===== src/rtl/bcd_pkg.sv =====
// Shared types and constants for the BCD-to-binary assembler.
package bcd_pkg;

   typedef enum logic [1:0] {
      IDLE = 2'd0,
      CONV = 2'd1,
      DONE = 2'd2
   } state_t;

   localparam int DIGIT_W        = 4;
   localparam int MAX_DIGIT      = 9;
   localparam int DEF_NUM_DIGITS = 3;
   localparam int DEF_OUT_W      = 8;

endpackage


===== src/rtl/bcd_assembler_if.sv =====
// Word-in / result-out handshake bundle for bcd_assembler.
interface bcd_assembler_if #(
   parameter int NUM_DIGITS = bcd_pkg::DEF_NUM_DIGITS,
   parameter int OUT_W      = bcd_pkg::DEF_OUT_W
);

   logic                               in_valid;
   logic                               in_ready;
   logic [bcd_pkg::DIGIT_W*NUM_DIGITS-1:0] bcd_in;
   logic                               out_valid;
   logic                               out_ready;
   logic [OUT_W-1:0]                   bin_out;
   logic                               ovf;
   logic                               bad_digit;

   // Producer of digit words and consumer of results.
   modport master (
      output in_valid, bcd_in, out_ready,
      input  in_ready, out_valid, bin_out, ovf, bad_digit
   );

   // The converter itself.
   modport slave (
      input  in_valid, bcd_in, out_ready,
      output in_ready, out_valid, bin_out, ovf, bad_digit
   );

endinterface


===== src/rtl/bcd_mac10.sv =====
// One Horner step: acc*10 + digit, clamped to the output width.
module bcd_mac10
   import bcd_pkg::*;
#(
   parameter int OUT_W = DEF_OUT_W
) (
   input  logic [OUT_W-1:0]   acc,
   input  logic [DIGIT_W-1:0] digit,
   output logic [OUT_W-1:0]   acc_next,
   output logic               sat,
   output logic               bad
);

   // Four spare bits hold 10*(2^OUT_W-1)+15 without wrapping.
   localparam int SUM_W = OUT_W + DIGIT_W;

   logic [SUM_W-1:0] acc_ext;
   logic [SUM_W-1:0] sum;

   // Multiply by ten as x8 + x2, add the digit, saturate on any carry into the spare bits.
   always_comb begin
      acc_ext  = {{DIGIT_W{1'b0}}, acc};
      sum      = (acc_ext << 3) + (acc_ext << 1) + {{OUT_W{1'b0}}, digit};
      sat      = |sum[SUM_W-1:OUT_W];
      acc_next = sat ? {OUT_W{1'b1}} : sum[OUT_W-1:0];
      bad      = digit > DIGIT_W'(MAX_DIGIT);
   end

endmodule


===== src/rtl/bcd_assembler.sv =====
// Sequential BCD-to-binary converter, most-significant digit first, one digit per clock.
//
//   state | meaning
//   IDLE  | ready for a new packed BCD word
//   CONV  | folding one digit per cycle into the accumulator
//   DONE  | result held on the output until the consumer takes it
module bcd_assembler
   import bcd_pkg::*;
#(
   parameter int NUM_DIGITS = DEF_NUM_DIGITS,
   parameter int OUT_W      = DEF_OUT_W
) (
   input  logic         clk,
   input  logic         reset,
   bcd_assembler_if.slave bus
);

   localparam int SR_W  = DIGIT_W * NUM_DIGITS;
   localparam int CNT_W = $clog2(NUM_DIGITS + 1);

   state_t             state_q,     state_d;
   logic [SR_W-1:0]    sreg_q,      sreg_d;
   logic [CNT_W-1:0]   cnt_q,       cnt_d;
   logic [OUT_W-1:0]   acc_q,       acc_d;
   logic               ovf_acc_q,   ovf_acc_d;
   logic               bad_acc_q,   bad_acc_d;
   logic [OUT_W-1:0]   bin_q,       bin_d;
   logic               ovf_q,       ovf_d;
   logic               bad_q,       bad_d;
   logic               in_ready_q,  in_ready_d;
   logic               out_valid_q, out_valid_d;

   logic [OUT_W-1:0]   mac_acc;
   logic               mac_sat;
   logic               mac_bad;
   logic               last_digit;

   bcd_mac10 #(.OUT_W(OUT_W)) u_mac (
      .acc      (acc_q),
      .digit    (sreg_q[SR_W-1 -: DIGIT_W]),
      .acc_next (mac_acc),
      .sat      (mac_sat),
      .bad      (mac_bad)
   );

   assign last_digit = (cnt_q == CNT_W'(NUM_DIGITS - 1));

   // Next-state and datapath decode; handshake outputs are registered from the next state.
   always_comb begin
      state_d   = state_q;
      sreg_d    = sreg_q;
      cnt_d     = cnt_q;
      acc_d     = acc_q;
      ovf_acc_d = ovf_acc_q;
      bad_acc_d = bad_acc_q;
      bin_d     = bin_q;
      ovf_d     = ovf_q;
      bad_d     = bad_q;

      case (state_q)
         IDLE: begin
            if (bus.in_valid && in_ready_q) begin
               sreg_d    = bus.bcd_in;
               cnt_d     = '0;
               acc_d     = '0;
               ovf_acc_d = 1'b0;
               bad_acc_d = 1'b0;
               state_d   = CONV;
            end
         end
         CONV: begin
            acc_d     = mac_acc;
            ovf_acc_d = ovf_acc_q | mac_sat;
            bad_acc_d = bad_acc_q | mac_bad;
            sreg_d    = sreg_q << DIGIT_W;
            cnt_d     = cnt_q + CNT_W'(1);
            if (last_digit) begin
               // A bad nibble makes the magnitude meaningless, so report zero.
               bin_d   = (bad_acc_q | mac_bad) ? '0 : mac_acc;
               ovf_d   = ovf_acc_q | mac_sat;
               bad_d   = bad_acc_q | mac_bad;
               state_d = DONE;
            end
         end
         DONE: begin
            if (bus.out_ready) begin
               state_d = IDLE;
            end
         end
         default: begin
            state_d = IDLE;
         end
      endcase

      in_ready_d  = (state_d == IDLE);
      out_valid_d = (state_d == DONE);
   end

   // Register all state; reset aborts any conversion in flight.
   always_ff @(posedge clk) begin
      if (reset) begin
         state_q     <= IDLE;
         sreg_q      <= '0;
         cnt_q       <= '0;
         acc_q       <= '0;
         ovf_acc_q   <= 1'b0;
         bad_acc_q   <= 1'b0;
         bin_q       <= '0;
         ovf_q       <= 1'b0;
         bad_q       <= 1'b0;
         in_ready_q  <= 1'b0;
         out_valid_q <= 1'b0;
      end else begin
         state_q     <= state_d;
         sreg_q      <= sreg_d;
         cnt_q       <= cnt_d;
         acc_q       <= acc_d;
         ovf_acc_q   <= ovf_acc_d;
         bad_acc_q   <= bad_acc_d;
         bin_q       <= bin_d;
         ovf_q       <= ovf_d;
         bad_q       <= bad_d;
         in_ready_q  <= in_ready_d;
         out_valid_q <= out_valid_d;
      end
   end

   assign bus.in_ready  = in_ready_q;
   assign bus.out_valid = out_valid_q;
   assign bus.bin_out   = bin_q;
   assign bus.ovf       = ovf_q;
   assign bus.bad_digit = bad_q;

endmodule


===== src/flat_wrapper.sv =====
// flat-port wrapper written by rule: the top's interface ports become plain ports
module bcd_assembler_flat import bcd_pkg::*;
#(
   parameter int NUM_DIGITS = DEF_NUM_DIGITS,
   parameter int OUT_W      = DEF_OUT_W
)
  (clk, reset, bus_in_valid, bus_bcd_in, bus_out_ready, bus_in_ready, bus_out_valid, bus_bin_out, bus_ovf, bus_bad_digit);
  bcd_assembler_if #(.NUM_DIGITS(NUM_DIGITS), .OUT_W(OUT_W)) bus_i ();
  input  logic clk;
  input  logic reset;
  input wire logic [$bits(bus_i.in_valid)-1:0] bus_in_valid;
  input wire logic [$bits(bus_i.bcd_in)-1:0] bus_bcd_in;
  input wire logic [$bits(bus_i.out_ready)-1:0] bus_out_ready;
  output wire logic [$bits(bus_i.in_ready)-1:0] bus_in_ready;
  output wire logic [$bits(bus_i.out_valid)-1:0] bus_out_valid;
  output wire logic [$bits(bus_i.bin_out)-1:0] bus_bin_out;
  output wire logic [$bits(bus_i.ovf)-1:0] bus_ovf;
  output wire logic [$bits(bus_i.bad_digit)-1:0] bus_bad_digit;
  assign bus_i.in_valid = bus_in_valid;
  assign bus_i.bcd_in = bus_bcd_in;
  assign bus_i.out_ready = bus_out_ready;
  assign bus_in_ready = bus_i.in_ready;
  assign bus_out_valid = bus_i.out_valid;
  assign bus_bin_out = bus_i.bin_out;
  assign bus_ovf = bus_i.ovf;
  assign bus_bad_digit = bus_i.bad_digit;
  bcd_assembler #(.NUM_DIGITS(NUM_DIGITS), .OUT_W(OUT_W)) u_core (.clk(clk), .reset(reset), .bus(bus_i));
endmodule

===== config.mk =====
export PLATFORM = sky130hd
export DESIGN_NAME = bcd_assembler_flat
export DESIGN_NICKNAME = d
export VERILOG_FILES = /design/src/rtl/bcd_pkg.sv /design/src/rtl/bcd_assembler_if.sv /design/src/rtl/bcd_mac10.sv /design/src/rtl/bcd_assembler.sv /design/src/flat_wrapper.sv
export SDC_FILE = /design/constraint.sdc
export NUM_CORES = 1
export LEC_CHECK = 0
export CAP_MARGIN = 20
export CORE_MARGIN = 3
export CORE_UTILIZATION = 53
export DETAILED_ROUTE_END_ITERATION = 8
export MAX_ROUTING_LAYER = met4
export PLACE_DENSITY = 0.81
export SYNTH_ARGS = -nofsm -noshare
export SYNTH_HDL_FRONTEND = slang
export SYNTH_HIERARCHICAL = 1
export SYNTH_SLANG_ARGS = --single-unit

===== constraint.sdc =====
create_clock -name clk -period 7.6 [get_ports clk]
set_input_delay 1.14 -clock clk [delete_from_list [all_inputs] [get_ports clk]]
set_output_delay 1.14 -clock clk [all_outputs]
set_load 0.01 [all_outputs]

==> impl_metrics.csv, run 1 <==
group,metric,value,unit
outcome,status,"finished clean",
clock_tree,cts_inserted_buffers,5,
global_route,first_global_vias,1660,
clock_tree,post_cts_resized,0,
pwr,p_clk_share,38.6,%
final_layout,nFillCells,307,
timing,finalCritPeriodShare,40.0,%
clock_tree,clock_path_buffers,2,
timing,worst_slew_pin_slew,0.607,ns
logic_synthesis,yosysSeqAreaShare,36.0,%
logic_synthesis,ys_warn_count,6,
placed_design,hpwl,3140,um
clock_tree,clock_latency,0.29,ns
clock_tree,path_clk_slew,0.07,ns
pwr,seq_power_share,47.6,%
global_route,grt_pass1_wl,7530,um
final_layout,area_delta_synth_final,17.4,%
logic_synthesis,synthXorXnorAreaFrac,2.07,%
die,rows,22,
die,start_util,56.5,%
global_route,antenna_found_initial,0,
logic_synthesis,synthesis.area,2120,um2
pwr,p_int,0.341,mW
final_layout,utilization,66.4,%
clock_tree,cts_setup_buffers,0,
setup_path,cp_data_arrival_time,3.21,ns
pwr,total_power,0.450,mW
logic_synthesis,synth_adder_area_share,11.4,%
die,die_area,4790,um2
pwr,power_switching,0.109,mW
die,ios,28,
clock_tree,cts_sinks,38,
setup_path,r2r-start,"u_core/acc_q[0]",
clock_tree,h-tree-depth,2,
logic_synthesis,synth_cells,223,
logic_synthesis,synth.avg_cell_area,9.49,um2
route,drt_drc_violations_left,0,
timing,finalSetupViolCount,0,
clock_tree,cts_tree,"yes",
timing,setup_tns,0,ns
placed_design,place_ws,4.60,ns
hold_path,hold_path_depth,1,
logic_synthesis,yosysTopAreaCellShare,36.0,%
route,drt-pass1-iter-count,4,
logic_synthesis,synth_top_family_by_area,"compound AO/OA/AOI/OAI gates",
die,die_height,69.2,um
logic_synthesis,synth_edf_count,0,
logic_synthesis,ys_seq_elements,38,
final_layout,antennaDiodeCount,0,
die,core-area,3740,um2
pwr,power.share.combinational,13.9,%
global_route,grt_overflow_total,0,
setup_path,path_class,"reg2reg",
flow_run,maxCapViolCount,0,
clock_tree,holdBufCountCts,0,
hold_path,holdPathEnd,"u_core/cnt_q[0]",
logic_synthesis,ys_top_cells_by_count,"38 x dfxtp_1, 24 x a21oi_1, 16 x ha_1, 15 x nand3_1, 13 x nand2_1",
global_route,grt_max_degree,30,
placed_design,io_buffers,27,
clock_tree,cts_root_buffer,"clkbuf_8",
setup_path,endpoint_kind,"flip-flop",
pwr,power_density,181,nW/um2
pwr,power.leakage,1.04,nW
setup_path,reg2reg_depth,11,
die,die_w,69.2,um
timing,fmax,329,MHz
setup_path,cp.required,7.77,ns
setup_path,cp-start-kind,"flip-flop",
setup_path,ff2ff_setup_slack,4.56,ns
logic_synthesis,syn_nets,257,
global_route,grt_usage,19.4,%
route,first_iter_violations,77,
route,vias,1699,
pwr,ir_drop,0.000129,V
timing,hold_viol_final,0,
route,avgViaCountPerCell,5.80,
final_layout,fin_nets,279,
logic_synthesis,synth_cell_types,42,
route,routedWlPerCell,14.7,um
logic_synthesis,muxShareOfSynthArea,5.68,%
setup_path,critPathMaxFanout,9,
logic_synthesis,synth_compound_area_share,23.2,%
timing,clock_skew,0.00690,ns
logic_synthesis,ys_top_cells_by_area,"dfxtp_1 36%, ha_1 9.5%, a21oi_1 5.7%, a22o_1 5.0%, a211oi_2 4.1%",
timing,finalWorstSetupSlack,4.56,ns
route,ant_nets,0,
hold_path,hold_start,"u_core/cnt_q[0]",
pwr,switching_share,24.1,%
placed_design,gp_congestion,0.809,
logic_synthesis,synth_ff_type,"dfxtp_1",
final_layout,layout-drive-gt1-share,11.0,%
timing,relSlewSlack,59.5,%
setup_path,r2r-end,"u_core/ovf_acc_q",
logic_synthesis,synth_top_cell_by_area,"dfxtp_1",
logic_synthesis,synth_most_common_cell,"dfxtp_1",
timing,period_needed,3.04,ns
route,wirelength,4310,um
logic_synthesis,ys_async_sr_fraction,0,%
hold_path,hold_class,"reg2reg",
logic_synthesis,yosys.area_share.simple,16.3,%
timing,holdWs,0.437,ns
timing,maxSlewViolCount,0,
timing,rsz0062_at_grt,"no",
cell type report:
type	instances	area (um2)	area share, %
multi-input cells	163	1240	49.9
clock buffers	6	82.6	3.32
well taps	48	60.1	2.42
clock inverters	1	30.0	1.21
flip-flops and latches	38	761	30.6
inverters	9	33.8	1.36
repair buffers	28	278	11.2
flip-flops by register name (all words and copies together), names as in the netlist:
name                  cells
u_core/acc_q              8
u_core/state_q            2
u_core/sreg_q            12
u_core/bus.out_valid      1
u_core/bad_acc_q          1
u_core/bus.bad_digit      1
u_core/cnt_q              2
u_core/bus.bin_out        8
u_core/bus.ovf            1
u_core/bus.in_ready       1
u_core/ovf_acc_q          1
routing by layer:
layer / GRT usage, % / wire [um]
met3: 4.49 / 201
met5: - / 0
met2: 27.2 / 1870
met4: 5.21 / 53
met1: 27.9 / 2180
worst max-delay path by stage:
| stage | start | end | slack (ns) | depth (start not counted) |
|---|---|---|---|---|
| floorplan | u_core/acc_q[0] | u_core/ovf_acc_q | 4.83 | 11 |
| global placement | u_core/acc_q[0] | u_core/ovf_acc_q | 4.71 | 11 |
| detailed placement | u_core/acc_q[0] | u_core/ovf_acc_q | 4.60 | 11 |
| CTS | u_core/acc_q[0] | u_core/ovf_acc_q | 4.56 | 11 |
| global route | u_core/acc_q[0] | u_core/ovf_acc_q | 4.35 | 11 |
| finish | u_core/acc_q[0] | u_core/ovf_acc_q | 4.56 | 11 |
placed cells by master (no fill, tap or decap), types with 3 or more instances in the layout:
cell and count:
nor4_1 3, clkbuf_8 6, nor2b_1 5, a22o_1 12
a21o_1 3, nand3b_1 5, nand2_1 13, clkdlybuf4s50_1 27
a211oi_2 7, a21oi_1 24, ha_1 16, dfxtp_1 38
nor3_1 4, inv_1 9, a21oi_2 3, nor2_1 10
nand3_1 15, xnor2_1 3, mux2i_1 8, o21ai_0 6
through the flow:
step           instances  cell area [um2]
6_report             293             2480
5_1_grt              293             2480
4_1_cts              293             2480
3_5_place_dp         286             2370
3_3_place_gp         286             2370
2_1_floorplan        223             2120
critical path: stages (launching register included):
cell     delay, ns
dfxtp_1       0.36
inv_1         0.07
fa_1          0.52
fa_1          0.46
and2b_1       0.23
o22a_2        0.16
a41oi_2       0.13
mux2i_2       0.44
nand2_1       0.12
nor2b_1       0.16
o21ai_0       0.18
a21oi_1       0.09
cell families after synthesis:
kind of cell             after synthesis
buffers and inverters                 22
adder cells (fa/ha/maj)               18
AO/OA/AOI/OAI                         64
XOR/XNOR                               5
flip-flops                            38
multiplexers                          11
AND/OR/NAND/NOR                       65
power by group through the flow:
| stage | Clock (mW) | Sequential (mW) | Combinational [mW] |
|---|---|---|---|
| 2_1_floorplan | 0 | 0.216 | 0.0474 |
| 3_3_place_gp | 0 | 0.218 | 0.0609 |
| 3_5_place_dp | 0 | 0.219 | 0.0616 |
| 4_1_cts | 0.176 | 0.214 | 0.0624 |
| 5_1_grt | 0.184 | 0.215 | 0.0690 |
| 6_report | 0.173 | 0.214 | 0.0623 |
(Power assumes the default switching activity.)
==> run 2, diff against run 1 <==
--- a/config.mk
+++ b/config.mk
@@ -7,10 +7,10 @@
 export LEC_CHECK = 0
 export CAP_MARGIN = 20
 export CORE_MARGIN = 3
-export CORE_UTILIZATION = 53
+export CORE_UTILIZATION = 49
 export DETAILED_ROUTE_END_ITERATION = 8
 export MAX_ROUTING_LAYER = met4
-export PLACE_DENSITY = 0.81
+export PLACE_DENSITY = 0.79
 export SYNTH_ARGS = -nofsm -noshare
 export SYNTH_HDL_FRONTEND = slang
 export SYNTH_HIERARCHICAL = 1
==> constraint.sdc (replaced) <==
create_clock -name clk -period 2.7 [get_ports clk]
set_input_delay 0.405 -clock clk [delete_from_list [all_inputs] [get_ports clk]]
set_output_delay 0.405 -clock clk [all_outputs]
set_load 0.01 [all_outputs]
==> impl_metrics.csv, run 2 (synthesis results as in run 1) <==
group,metric,value,unit
outcome,status,"finished with violations",
outcome,violations,"setup timing",
clock_tree,clock_latency,0.30,ns
route,drt-pass1-iter-count,4,
die,die_w,71.7,um
pwr,seq_power_share,44.0,%
final_layout,area_delta_synth_final,24.6,%
pwr,total_power,1.37,mW
setup_path,endpoint_kind,"flip-flop",
timing,rsz0062_at_grt,"yes",
placed_design,dpl_cell_area,2430,um2
die,ios,28,
timing,fmax,368,MHz
placed_design,hpwl,3210,um
clock_tree,cts_sinks,38,
timing,finalCritPeriodShare,101,%
pwr,switching_share,24.1,%
final_layout,largest-register,"u_core/sreg_q",
global_route,first_global_vias,1661,
timing,clock_skew,0.0137,ns
timing,maxSlewViolCount,0,
clock_tree,cts_tree,"yes",
final_layout,final_area,2640,um2
route,first_iter_violations,125,
global_route,grt_max_degree,14,
pwr,p_clk_share,42.2,%
die,die_area,5140,um2
timing,relSlewSlack,57.0,%
placed_design,io_buffers,27,
clock_tree,h-tree-depth,2,
clock_tree,holdBufCountCts,0,
die,rows,23,
die,core-area,4090,um2
die,die_height,71.7,um
pwr,power.share.combinational,13.8,%
route,avgViaCountPerCell,5.85,
route,vias,1784,
route,drt_drc_violations_left,0,
final_layout,antennaDiodeCount,0,
clock_tree,cts_root_buffer,"clkbuf_8",
final_layout,final_common_cell,"dfxtp_1",
clock_tree,clock_path_buffers,2,
hold_path,hold_class,"reg2reg",
pwr,power_switching,0.331,mW
final_layout,layout-drive-gt1-share,18.0,%
timing,worst_slew_pin_slew,0.644,ns
final_layout,layout_common_cells,"35 x dfxtp_1, 27 x clkdlybuf4s50_1, 24 x a21oi_1, 16 x ha_1, 13 x nand2_1",
die,start_util,51.8,%
route,routedWlPerCell,15.9,um
timing,finalSetupViolCount,2,
final_layout,nFillCells,319,
setup_path,path_class,"reg2reg",
pwr,power_density,521,nW/um2
clock_tree,cts_inserted_buffers,5,
global_route,grt_pass1_wl,8010,um
setup_path,cp-start-kind,"flip-flop",
setup_path,cp.required,2.90,ns
global_route,antenna_found_initial,0,
global_route,grt_overflow_total,0,
pwr,power.leakage,1.13,nW
timing,finalWorstSetupSlack,-0.0140,ns
final_layout,largest_reg_flops,12,
timing,hold_viol_final,0,
clock_tree,path_clk_slew,0.08,ns
setup_path,critPathMaxFanout,6,
timing,setup_tns,-0.0231,ns
setup_path,cp_data_arrival_time,2.91,ns
placed_design,gp_congestion,0.882,
pwr,p_int,1.04,mW
route,wirelength,4860,um
route,ant_nets,0,
final_layout,fin_nets,288,
global_route,grt_usage,20.4,%
pwr,ir_drop,0.000385,V
timing,period_needed,2.71,ns
flow_run,maxCapViolCount,0,
-- run 2: worst paths after layout --
| path | startpoint | end | slack (ns) | cells after the start |
|---|---|---|---|---|
| max | u_core/acc_q[2] | u_core/acc_q[0] | -0.01 | 10 |
| min | u_core/cnt_q[0] | u_core/cnt_q[0] | 0.44 | 1 |
| max reg2reg | u_core/acc_q[2] | u_core/acc_q[0] | -0.01 | 10 |
| min reg2reg | u_core/cnt_q[0] | u_core/cnt_q[0] | 0.44 | 1 |
-- run 2: final cells by class --
cell class | count | area, um2 | share of cell area, %
multi-input combinational | 163 | 1280 | 48.7
sequential | 38 | 764 | 29.0
timing repair buffer | 37 | 353 | 13.4
clock buffer | 5 | 68.8 | 2.61
clock inverter | 3 | 68.8 | 2.61
tap | 50 | 62.6 | 2.37
inverter | 9 | 33.8 | 1.28
-- run 2: per-layer routing --
| layer | up-vias | part of all wire [%] | global-route usage, % | wire length [um] |
|---|---|---|---|---|
| li1 | 869 | - | - | - |
| met1 | 848 | 47 | 28.1 | 2280 |
| met2 | 56 | 46 | 29.1 | 2250 |
| met3 | 11 | 4.6 | 4.21 | 222 |
| met4 | 0 | 2.2 | 8.14 | 108 |
| met5 | - | 0 | - | 0 |
-- run 2: what timing repair did --
item                                   in CTS  in global routing
setup endpoints to repair                  11                 18
buffers inserted                            2                  1
endpoints found under the hold margin       0                  0
pin swaps                                   5                  8
gates resized for setup                     5                  9
-- run 2: power groups by stage --
stage | combinational (mW) | sequential [mW] | clock, mW
6_report | 0.189 | 0.604 | 0.580
4_1_cts | 0.182 | 0.603 | 0.590
3_3_place_gp | 0.177 | 0.615 | 0
5_1_grt | 0.209 | 0.607 | 0.610
2_1_floorplan | 0.134 | 0.609 | 0
3_5_place_dp | 0.177 | 0.616 | 0
-- run 2: worst max-delay path, cell delays in order (launching register included) --
cell	delay, ns
dfxtp_2	0.34
inv_2	0.04
fa_1	0.58
fa_2	0.21
and2b_1	0.20
o22a_2	0.22
a41oi_4	0.24
mux2i_4	0.31
buf_6	0.17
nand3b_1	0.12
a22o_1	0.21
-- run 2: through the flow --
stage / std cells / hold WS (ns) / utilization, % / worst slack [ns]
3_3_place_gp: 294 / 0.411 / 59.4 / 0.0316
6_report: 305 / 0.438 / 64.5 / -0.0140
5_1_grt: 305 / 0.465 / 64.5 / -0.109
2_1_floorplan: 223 / 0.403 / - / 0.0363
3_5_place_dp: 294 / 0.416 / 59.4 / -0.0338
4_1_cts: 304 / 0.433 / 63.6 / 0.00329
==> run 3, diff against run 2 <==
--- a/config.mk
+++ b/config.mk
@@ -6,7 +6,7 @@
 export NUM_CORES = 1
 export LEC_CHECK = 0
 export CAP_MARGIN = 20
-export CORE_MARGIN = 3
+export CORE_MARGIN = 8
 export CORE_UTILIZATION = 49
 export DETAILED_ROUTE_END_ITERATION = 8
 export MAX_ROUTING_LAYER = met4
==> impl_metrics.csv, run 3 (synthesis results as in run 1) <==
group,metric,value,unit
clock_tree,clock_latency,0.29,ns
die,ios,28,
global_route,met1_usage,19.1,%
route,ant_nets,0,
global_route,grt_usage,15.7,%
final_layout,utilization,64.1,%
placed_design,dpl_cell_area,2450,um2
placed_design,place_ws,-0.0415,ns
timing,period_needed,2.70,ns
clock_tree,cts_inserted_buffers,5,
route,routedWlPerCell,16.5,um
route,wirelength,5120,um
outcome,violations,"setup timing",
timing,fmax,370,MHz
pwr,seq_power_share,46.5,%
setup_path,critPathMaxStageDelay,0.57,ns
setup_path,reg2reg_depth,10,
setup_path,cp_slowest_cell,"fa_1",
die,die_w,81.7,um
final_layout,instances_no_fill,311,
timing,rsz0062_at_grt,"yes",
global_route,grt_overflow_total,0,
timing,setup_tns,-0.00223,ns
placed_design,hpwl,3430,um
global_route,top_usage_layer,"met2",
global_route,first_global_vias,1755,
final_layout,multi_input_area,1360,um2
clock_tree,cts_sinks,38,
pwr,power.share.combinational,15.4,%
die,die_height,81.7,um
final_layout,largest_reg_flops,12,
placed_design,gp_congestion,0.824,
global_route,antenna_found_initial,0,
route,avgViaCountPerCell,5.73,
global_route,grt_util_met3,4.05,%
final_layout,final_area,2730,um2
setup_path,cp_top_family,"adder cells",
timing,relSlewSlack,56.1,%
setup_path,path_class,"reg2reg",
route,drt-pass1-iter-count,4,
pwr,ir_drop,0.000612,V
clock_tree,h-tree-depth,2,
setup_path,endpoint_kind,"flip-flop",
outcome,status,"finished with violations",
timing,finalWorstSetupSlack,-0.00214,ns
setup_path,cp_data_arrival_time,2.89,ns
die,core-area,4260,um2
pwr,power.leakage,1.15,nW
clock_tree,path_clk_slew,0.07,ns
placed_design,post-place-cells,298,
pwr,power_switching,0.325,mW
final_layout,regArea,766,um2
die,rows,24,
setup_path,r2r-start,"u_core/acc_q[0]",
die,start_util,49.6,%
setup_path,r2r-end,"u_core/acc_q[3]",
flow_run,maxCapViolCount,0,
setup_path,cp.buffers_inverters,2,
timing,worst_slew_pin_slew,0.656,ns
route,vias,1782,
final_layout,largest-register,"u_core/sreg_q",
hold_path,hold_start,"u_core/cnt_q[0]",
route,drt_drc_violations_left,0,
pwr,p_int,0.971,mW
hold_path,holdPathEnd,"u_core/cnt_q[0]",
final_layout,layout-drive-gt1-share,23.2,%
hold_path,hold_class,"reg2reg",
route,first_iter_violations,146,
timing,finalCritPeriodShare,100,%
final_layout,area_delta_synth_final,29.2,%
final_layout,final_common_cell,"dfxtp_1",
setup_path,cp.required,2.89,ns
timing,finalSetupViolCount,2,
timing,hold_viol_final,0,
global_route,grt_max_degree,15,
pwr,power_density,474,nW/um2
final_layout,nFillCells,335,
final_layout,layout_common_cells,"34 x dfxtp_1, 27 x clkdlybuf4s50_1, 22 x a21oi_1, 14 x ha_1",
timing,clock_skew,0.00446,ns
pwr,p_clk_share,38.1,%
setup_path,cp-start-kind,"flip-flop",
pwr,switching_share,25.1,%
clock_tree,clock_path_buffers,2,
clock_tree,cts_tree,"yes",
die,die_area,6680,um2
global_route,met2_usage,24.0,%
placed_design,io_buffers,27,
setup_path,ff2ff_setup_slack,-0.002,ns
clock_tree,cts_root_buffer,"clkbuf_8",
timing,maxSlewViolCount,0,
hold_path,hold_path_depth,1,
final_layout,fin_nets,293,
global_route,grt_pass1_wl,8000,um
setup_path,critPathMaxFanout,6,
final_layout,antennaDiodeCount,0,
setup_path,cp_cell_sequence,"inv_2 -> fa_1 -> fa_2 -> and2b_1 -> o22a_2 -> a41oi_4 -> mux2i_4 -> buf_6 -> nand3_2 -> a22o_1",
-- run 3: layout make-up --
cell class,instances,share of cell area [%]
Clock buffer,6,3.02
Clock inverter,1,1.10
Inverter,9,1.24
Multi-Input combinational cell,163,49.7
Sequential cell,38,28.0
Tap cell,52,2.38
Timing Repair Buffer,42,14.6
-- run 3: worst max path at each step --
stage	start	endpoint	slack, ns	depth (start not counted)
after floorplan	u_core/acc_q[0]	u_core/ovf_acc_q	0.04	11
after global placement	u_core/acc_q[0]	u_core/acc_q[5]	0.05	10
after detailed placement	u_core/acc_q[0]	u_core/acc_q[5]	-0.04	10
after CTS	u_core/acc_q[2]	u_core/acc_q[7]	0.003	10
after global routing	u_core/acc_q[0]	u_core/ovf_acc_q	-0.11	11
final	u_core/acc_q[0]	u_core/acc_q[3]	-0.002	10
-- run 3: what timing repair did --
action                                  CTS  global route
endpoints found under the setup margin   11            18
resized for setup                         6            23
hold buffers                              0             0
pin swaps                                 4            13
buffers inserted                          3             3
-- run 3: through the flow --
stage / hold WS [ns] / power [mW]
global route: 0.466 / 1.35
CTS: 0.438 / 1.28
floorplan: 0.403 / 0.743
finish: 0.440 / 1.30
global placement: 0.415 / 0.791
detailed placement: 0.427 / 0.794
-- run 3: power groups by stage --
stage               sequential (mW)  clock, mW  combinational [mW]
floorplan                     0.609          0               0.134
global placement              0.614          0               0.177
detailed placement            0.615          0               0.180
CTS                           0.602      0.500               0.183
global route                  0.606      0.527               0.216
finish                        0.603      0.494               0.200
-- run 3: layer usage --
| metal | vias up | share of wire [%] |
|---|---|---|
| met2 | 32 | 49 |
| li1 | 882 | - |
| met5 | - | 0 |
| met3 | 9 | 2.6 |
| met4 | 0 | 1.8 |
| met1 | 859 | 47 |
